**config.mk**
```make
export PLATFORM = sky130hd
export DESIGN_NAME = pwm_256_from_cnt
export DESIGN_NICKNAME = d
export VERILOG_FILES = /design/src/rtl/pwm_pkg.sv /design/src/rtl/cnt_wrap_detect.sv /design/src/rtl/pwm_256_from_cnt.sv
export SDC_FILE = /design/constraint.sdc
export NUM_CORES = 1
export LEC_CHECK = 0
export BUFFER_PORTS_ARGS = -buffer_cell sky130_fd_sc_hd__buf_4
export CAP_MARGIN = 20
export CORE_ASPECT_RATIO = 1.75
export CORE_MARGIN = 2
export CORE_UTILIZATION = 30
export CTS_BUF_LIST = sky130_fd_sc_hd__clkbuf_4
export CTS_CLUSTER_SIZE = 14
export DETAILED_ROUTE_END_ITERATION = 8
export HOLD_SLACK_MARGIN = 0.06
export PLACE_DENSITY = 0.46
export SETUP_SLACK_MARGIN = 0.15
export SYNTH_ARGS = -nofsm -noshare
export SYNTH_HDL_FRONTEND = slang
export SYNTH_SLANG_ARGS = --single-unit
```
**constraint.sdc**
```tcl
create_clock -name clk -period 3.7 [get_ports clk]
set_input_delay 0 -clock clk [delete_from_list [all_inputs] [get_ports clk]]
set_output_delay 0 -clock clk [all_outputs]
set_load 0.05 [all_outputs]
```
**src/rtl/pwm_pkg.sv**
```systemverilog
// Shared defaults and FSM encoding for the counter-driven PWM generator.
package pwm_pkg;

  localparam int PWM_WIDTH = 8;
  localparam int PWM_WRAPW = 16;

  typedef enum logic {
    SYNC = 1'b0,
    RUN  = 1'b1
  } pwm_state_t;

endpackage

```
**src/rtl/cnt_wrap_detect.sv**
```systemverilog
// Watches an upstream free-running counter and flags its natural wrap
// (all-ones -> zero) and any break in the +1 sequence (reload or hold).
module cnt_wrap_detect #(
  parameter int WIDTH = 8
) (
  input  logic             i_clk,
  input  logic             i_reset,
  input  logic [WIDTH-1:0] i_q,
  output logic             o_wrap,
  output logic             o_disc
);

  logic [WIDTH-1:0] r_prev_q;
  logic             r_prev_valid;
  logic [WIDTH-1:0] w_q_succ;

  always_ff @(posedge i_clk) begin
    if (i_reset) begin
      r_prev_q     <= '0;
      r_prev_valid <= 1'b0;
    end else begin
      r_prev_q     <= i_q;
      r_prev_valid <= 1'b1;
    end
  end

  // Modulo-2^WIDTH successor, so the wrap itself is never a discontinuity.
  assign w_q_succ = r_prev_q + WIDTH'(1);

  assign o_wrap = r_prev_valid && (r_prev_q == '1) && (i_q == '0);
  assign o_disc = r_prev_valid && (i_q != w_q_succ);

endmodule

```
**src/rtl/pwm_256_from_cnt.sv**
```systemverilog
// PWM derived from an external binary counter: locks onto the counter wrap,
// double-buffers duty updates so they only take effect on a period boundary.
module pwm_256_from_cnt
  import pwm_pkg::*;
#(
  parameter int WIDTH = PWM_WIDTH,
  parameter int WRAPW = PWM_WRAPW
) (
  input  logic             clk,
  input  logic             reset,
  input  logic [WIDTH-1:0] q_in,
  input  logic [WIDTH-1:0] duty,
  input  logic             duty_valid,
  output logic             duty_ready,
  output logic             pwm_out,
  output logic             wrap_tick,
  output logic             sync_err,
  output logic [WRAPW-1:0] wrap_cnt,
  output pwm_state_t       dbg_state
);

  pwm_state_t       r_state;
  pwm_state_t       w_state_nxt;
  logic [WIDTH-1:0] r_shadow;
  logic             r_shadow_valid;
  logic [WIDTH-1:0] r_active_duty;
  logic [WIDTH-1:0] w_eff_duty;
  logic             w_accept;
  logic             w_commit;
  logic             w_wrap;
  logic             w_disc;
  logic             r_pwm;
  logic             r_wrap_tick;
  logic             r_sync_err;
  logic [WRAPW-1:0] r_wrap_cnt;

  cnt_wrap_detect #(
    .WIDTH (WIDTH)
  ) u_detect (
    .i_clk   (clk),
    .i_reset (reset),
    .i_q     (q_in),
    .o_wrap  (w_wrap),
    .o_disc  (w_disc)
  );

  // Handshake: a duty word transfers on any rising edge where duty_valid and
  // duty_ready are both high; ready depends only on the shadow being empty.
  assign w_accept = duty_valid && !r_shadow_valid;
  assign w_commit = w_wrap && r_shadow_valid;

  always_comb begin
    w_state_nxt = r_state;
    case (r_state)
      SYNC:    if (w_wrap) w_state_nxt = RUN;
      RUN:     if (w_disc) w_state_nxt = SYNC;
      default: w_state_nxt = SYNC;
    endcase
  end

  // The committing value must already drive the compare on the wrap cycle.
  assign w_eff_duty = w_commit ? r_shadow : r_active_duty;

  always_ff @(posedge clk) begin
    if (reset) begin
      r_state        <= SYNC;
      r_shadow       <= '0;
      r_shadow_valid <= 1'b0;
      r_active_duty  <= '0;
      r_pwm          <= 1'b0;
      r_wrap_tick    <= 1'b0;
      r_sync_err     <= 1'b0;
      r_wrap_cnt     <= '0;
    end else begin
      r_state     <= w_state_nxt;
      r_pwm       <= (w_state_nxt == RUN) && (q_in < w_eff_duty);
      r_wrap_tick <= w_wrap;
      r_sync_err  <= w_disc;
      if (w_wrap) begin
        r_wrap_cnt <= r_wrap_cnt + WRAPW'(1);
      end
      if (w_commit) begin
        r_active_duty  <= r_shadow;
        r_shadow_valid <= 1'b0;
      end else if (w_accept) begin
        r_shadow       <= duty;
        r_shadow_valid <= 1'b1;
      end
    end
  end

  assign duty_ready = !r_shadow_valid;
  assign pwm_out    = r_pwm;
  assign wrap_tick  = r_wrap_tick;
  assign sync_err   = r_sync_err;
  assign wrap_cnt   = r_wrap_cnt;
  assign dbg_state  = r_state;

endmodule

```
---- After elaboration in Yosys (flattened, before gate mapping) ----
Cells that the tools add are included.
word-level totals
  bits in registers ....................... 46
  output and inout bits ................... 21
operators by class
  $add $sub $neg .......................... 2
  $lt $le $gt $ge ......................... 1
  equal/unequal tests ..................... 2
  multiplexer cells ....................... 5
  bitwise logic cells ..................... 2
  reductions and logical operators ........ 10
operator list
  kind                                                              count
  16-bit by 1-bit adder with 16-bit output (second input constant)  1
  8-bit by 1-bit adder with 8-bit output (second input constant)    1
  8-bit == test (second input constant)                             1
  8-bit logical NOT                                                 1
  8-bit < comparator                                                1
  8-bit 2-to-1 mux                                                  1
  8-bit != test                                                     1
  1-bit logical AND                                                 6
  1-bit 2-to-1 mux                                                  3
  1-bit NOT                                                         2
  1-bit case mux with 2 select lines                                1
  2-bit AND reduction                                               1
  2-bit OR reduction                                                1
  1-bit logical NOT                                                 1

---- Longest topological paths before layout ----
  depth after elaboration ................. 7
  gate-level depth with buffers ........... 12
  depth with buffers taken out ............ 11

---- By module ----
A second synthesis with hierarchy kept.
unflattened totals
  cells, all modules ...................... 226
  area total of the unflattened synthesis .. 2075.7 µm²
by module, submodules not included
  module            times used  cells an instance  area an instance (µm²)  seq. area each (µm²)
  pwm_256_from_cnt  1           172                1574.0                  740.7
  cnt_wrap_detect   1           54                 501.7                   180.2

---- Least setup slack after synthesis ----
Ideal clock, no wire load.
  kind .................................... reg-to-reg
  from .................................... register u_detect.r_prev_q[0]
  to ...................................... register r_pwm, in the netlist pwm_out
  setup time .............................. 0.086 ns
  arrival time ............................ 2.807 ns
  data required time ...................... 3.614 ns
  slack ................................... 0.807 ns
  cell stages (with the launch flop) ...... 12
  clock period less this slack ............ 2.893 ns
  cell sequence ........................... dfxtp_1 -> ha_1 -> nand2_1 -> or3_1 -> buf_6 -> nor2_4 -> mux2i_1 -> ha_1 -> a2111oi_0 -> o211a_1 -> a311oi_1 -> a211oi_1
between the ends
  cells in the longest elaborated chain, start to end .. 7
RTL lines
  element                                                                                         RTL line                RTL
  start: declaration                                                                              cnt_wrap_detect.sv:13   logic [WIDTH-1:0] r_prev_q;
  start signal: assignment                                                                        cnt_wrap_detect.sv:22   r_prev_q <= i_q;
  parallel branches: the longest is 6 deep, another holds 8-bit by 1-bit adder with 8-bit output  n/a
  1-bit logical AND (*)                                                                           pwm_256_from_cnt.sv:76  r_pwm <= (w_state_nxt == RUN) && (q_in < w_eff_duty);
  end signal: assignment                                                                          pwm_256_from_cnt.sv:76
  end: declaration                                                                                pwm_256_from_cnt.sv:32  logic r_pwm;
Mark *: on every way between the ends.
A chain may end at the register's enable or synchronous reset.

---- Worst setup path in the final report ----
Ends and elaborated chain as after synthesis.

==> impl_metrics.toml <==
[detailed_routing]
drtPass1Iterations = 4
wl_met1_um = 1951
drtIter0Drc = 75
drcViolationCount = 0
wl_met3_um = 202
vias = 1857
ant_nets = 0
routed_via_density = 4.913
wl_per_cell_um = 13.69
met2_length_um = 2775
top_layer_used = "met4"
drt_wl_total_um = 5174

[run_status]
status = "completed"

[hold_path]
min_to = "wrap_cnt[3]"
hold_path_depth = 2
hold_start = "reset"
holdCritPathClass = "in2reg"

[global_route]
grt_pass1_vias = 1744
grtUsageTotal_pct = 14.26
grt_first_pass_wirelength_um = 8355
grt_max_degree = 49
antenna_found_initial = 0
gr-total-overflow = 0

[timing]
period_needed_ns = 3.196
rsz0062_at_grt = "no"
fin_setup_tns_ns = 0
min_period_over_period_pct = 86.37
worst_pin_slew_ns = 0.9401
maxClockFrequency_ghz = 0.3129
slew_headroom_pct = 37.20
maxSlewViolCount = 0
finClkSkew_ns = 0.006064
hold_slack_ns = 0.07164
finalSetupViolations = 0
final_hold_viol_count = 0

[critical_path]
slowest_delay_ns = 0.55
rr_endpoint = "pwm_out"
critPathKind = "reg2reg"
cp-end-kind = "flop"
critical_path.cell_chain = "ha_1 -> nand2_1 -> or3_1 -> nor2_4 -> mux2i_1 -> ha_1 -> a2111oi_0 -> o211a_1 -> a311oi_1 -> a211oi_1"
crit_fanout = 8
critical_path_arrival_ns = 3.49
r2r-start = "u_detect.r_prev_q[0]"
r2r_cells = 10
worst_path_most_repeated_cell = "ha_1"
reg2reg_slack_ns = 0.50
crit_path_start_kind = "flop"
cp_slowest_cell = "a2111oi_0"
crit_required_ns = 3.99

[finish]
n_antenna_cell = 0
seq_area_um2 = 920.9
multi_input_area_mm2 = 0.001212
nets = 320
synthToLayoutAreaGrowth_pct = 27.04
drive_gt1_share_pct = 19.52
final_common_cell = "dfxtp_1"
nFillCells = 740
layout_common_cells = "dfxtp_1, buf_4, nor2_1"

[clocking]
clock-sinks = 46
clk_path_buf_depth = 2
cts_tree = "built"
cts.clk_slew.worst_paths_ns = 0.13
root_buffer = "clkbuf_4"
cts_hold_buf = 17
cts_setup_buffers = 0
htree_levels = 2
cts_made_buffers = 5
cts_resized = 0
clk_latency_ns = 0.37

[floorplan]
die_x_um = 68.64
num_rows = 41
die_height_um = 117.1
ios = 40
core_area_mm2 = 0.007131
die-area_mm2 = 0.008038
start_util_pct = 30.76

[yosys]
syn_inst = 236
synthSimpleGateAreaFrac_pct = 24.36
synth.net_count = 264
ys_seq_elements = 46
synthFlopType = "dfxtp_1"
synthMuxAreaShare_pct = 9.355
yosysSeqAreaShare_pct = 41.99
synth_top_family_by_area = "simple AND/OR/NAND/NOR gates"
synth_edf_count = 0
synth_cell_type_count = 42
synthArstFlopShare_pct = 0
syn_area_per_cell_um2 = 9.294
synth_xor_area_share_pct = 4.792
synth_fa_ha_area_share_pct = 5.134
ys.warnings.count = 0
synth.cell_area_mm2 = 0.002193
synth_compound_area_share_pct = 11.64

[power]
ir_drop_mv = 0.1752
p_leak_uw = 0.001061
p_per_area_mw_per_mm2 = 307.2

[placed_design]
gp_congestion = 0.7318
io_buffers = 39
dp_hpwl_um = 3898

[job]
max-cap-violations = 0
==> per-stage QoR <==
step,worst slack [ns],std cells,util [%],power (µW),instance area (µm²)
after CTS,0.4823,378,39.08,874.8,2786
after global placement,0.5595,354,35.95,615.7,2564
after floorplan,0.8071,236,-,578.8,2193
after global routing,0.1861,378,39.08,904.1,2786
after detailed placement,0.5288,354,35.95,615.9,2564
final,0.5042,378,39.08,856.0,2786
==> Yosys cell counts, types with 3 or more instances <==
cell       n  area (µm²)
nor2_1    30       112.6
nand4_1    3       18.77
nand3_1   11       55.05
a211oi_1   4       30.03
nor4_1     4       25.02
nand2_1    9       33.78
or4_1      4       30.03
a21o_1     3       22.52
o21a_1     3       22.52
o31ai_1    4       30.03
mux2_2     4       45.04
dfxtp_1   46       920.9
xnor2_1    7       61.31
clkbuf_1   7       26.28
mux2i_1   16       160.2
or3_1      4       25.02
xor2_1     5       43.79
o21ai_0    8       40.04
inv_1      6       22.52
ha_1       9       112.6
nor2b_1   16       100.1
a21oi_1   11       55.05
==> logic make-up after synthesis <==
group,after synthesis
and+or+nand+nor,96
DFF,46
AOI/OAI and AO/OA,39
muxes,20
buffers and inverters,14
xor gates and xnor gates,12
adders and majority gates,9
==> cell type report <==
cell class,instances,area share (%)
inverters,6,0.8083
clock buffers,6,1.617
repair buffers,57,16.88
clock inverters,1,0.2694
multi-input cells,176,43.51
well taps,86,3.862
flip-flops and latches,46,33.05
==> worst max-delay path, delay by kind of cell (launching register included) <==
kind / cells / cell delay [ns]
mux: 1 / 0.26
flops: 1 / 0.41
fa+ha+maj: 2 / 0.53
simple gates: 3 / 0.86
compound gates: 4 / 1.06
==> report_power, final <==
part,internal [µW],switching [µW]
Clock,78.4,160
Combinational,52.0,48.9
Sequential,507,9.31
==> per-layer routing <==
layer	global-route usage (%)	up-vias
li1	-	960
met5	0	-
met3	3.537	16
met2	24.62	43
met1	15.02	838
met4	8.667	0
==> how the worst max path moves through the flow <==
stage / start / to / slack (ns) / cells after the start
finish: u_detect.r_prev_q[0] / pwm_out / 0.50 / 10
global route: u_detect.r_prev_q[0] / pwm_out / 0.19 / 10
CTS: u_detect.r_prev_q[0] / pwm_out / 0.48 / 10
detailed placement: u_detect.r_prev_q[0] / pwm_out / 0.53 / 10
global placement: u_detect.r_prev_q[0] / pwm_out / 0.56 / 10
floorplan: u_detect.r_prev_q[0] / pwm_out / 0.81 / 11
==> state kept, by name, indices dropped and copies added (netlist names) <==
register / flops
dbg_state: 1
pwm_out: 1
r_active_duty: 8
r_shadow: 8
r_shadow_valid: 1
sync_err: 1
u_detect.r_prev_q: 8
u_detect.r_prev_valid: 1
wrap_cnt: 16
wrap_tick: 1
No activity file was read; power rests on OpenSTA's default activity.
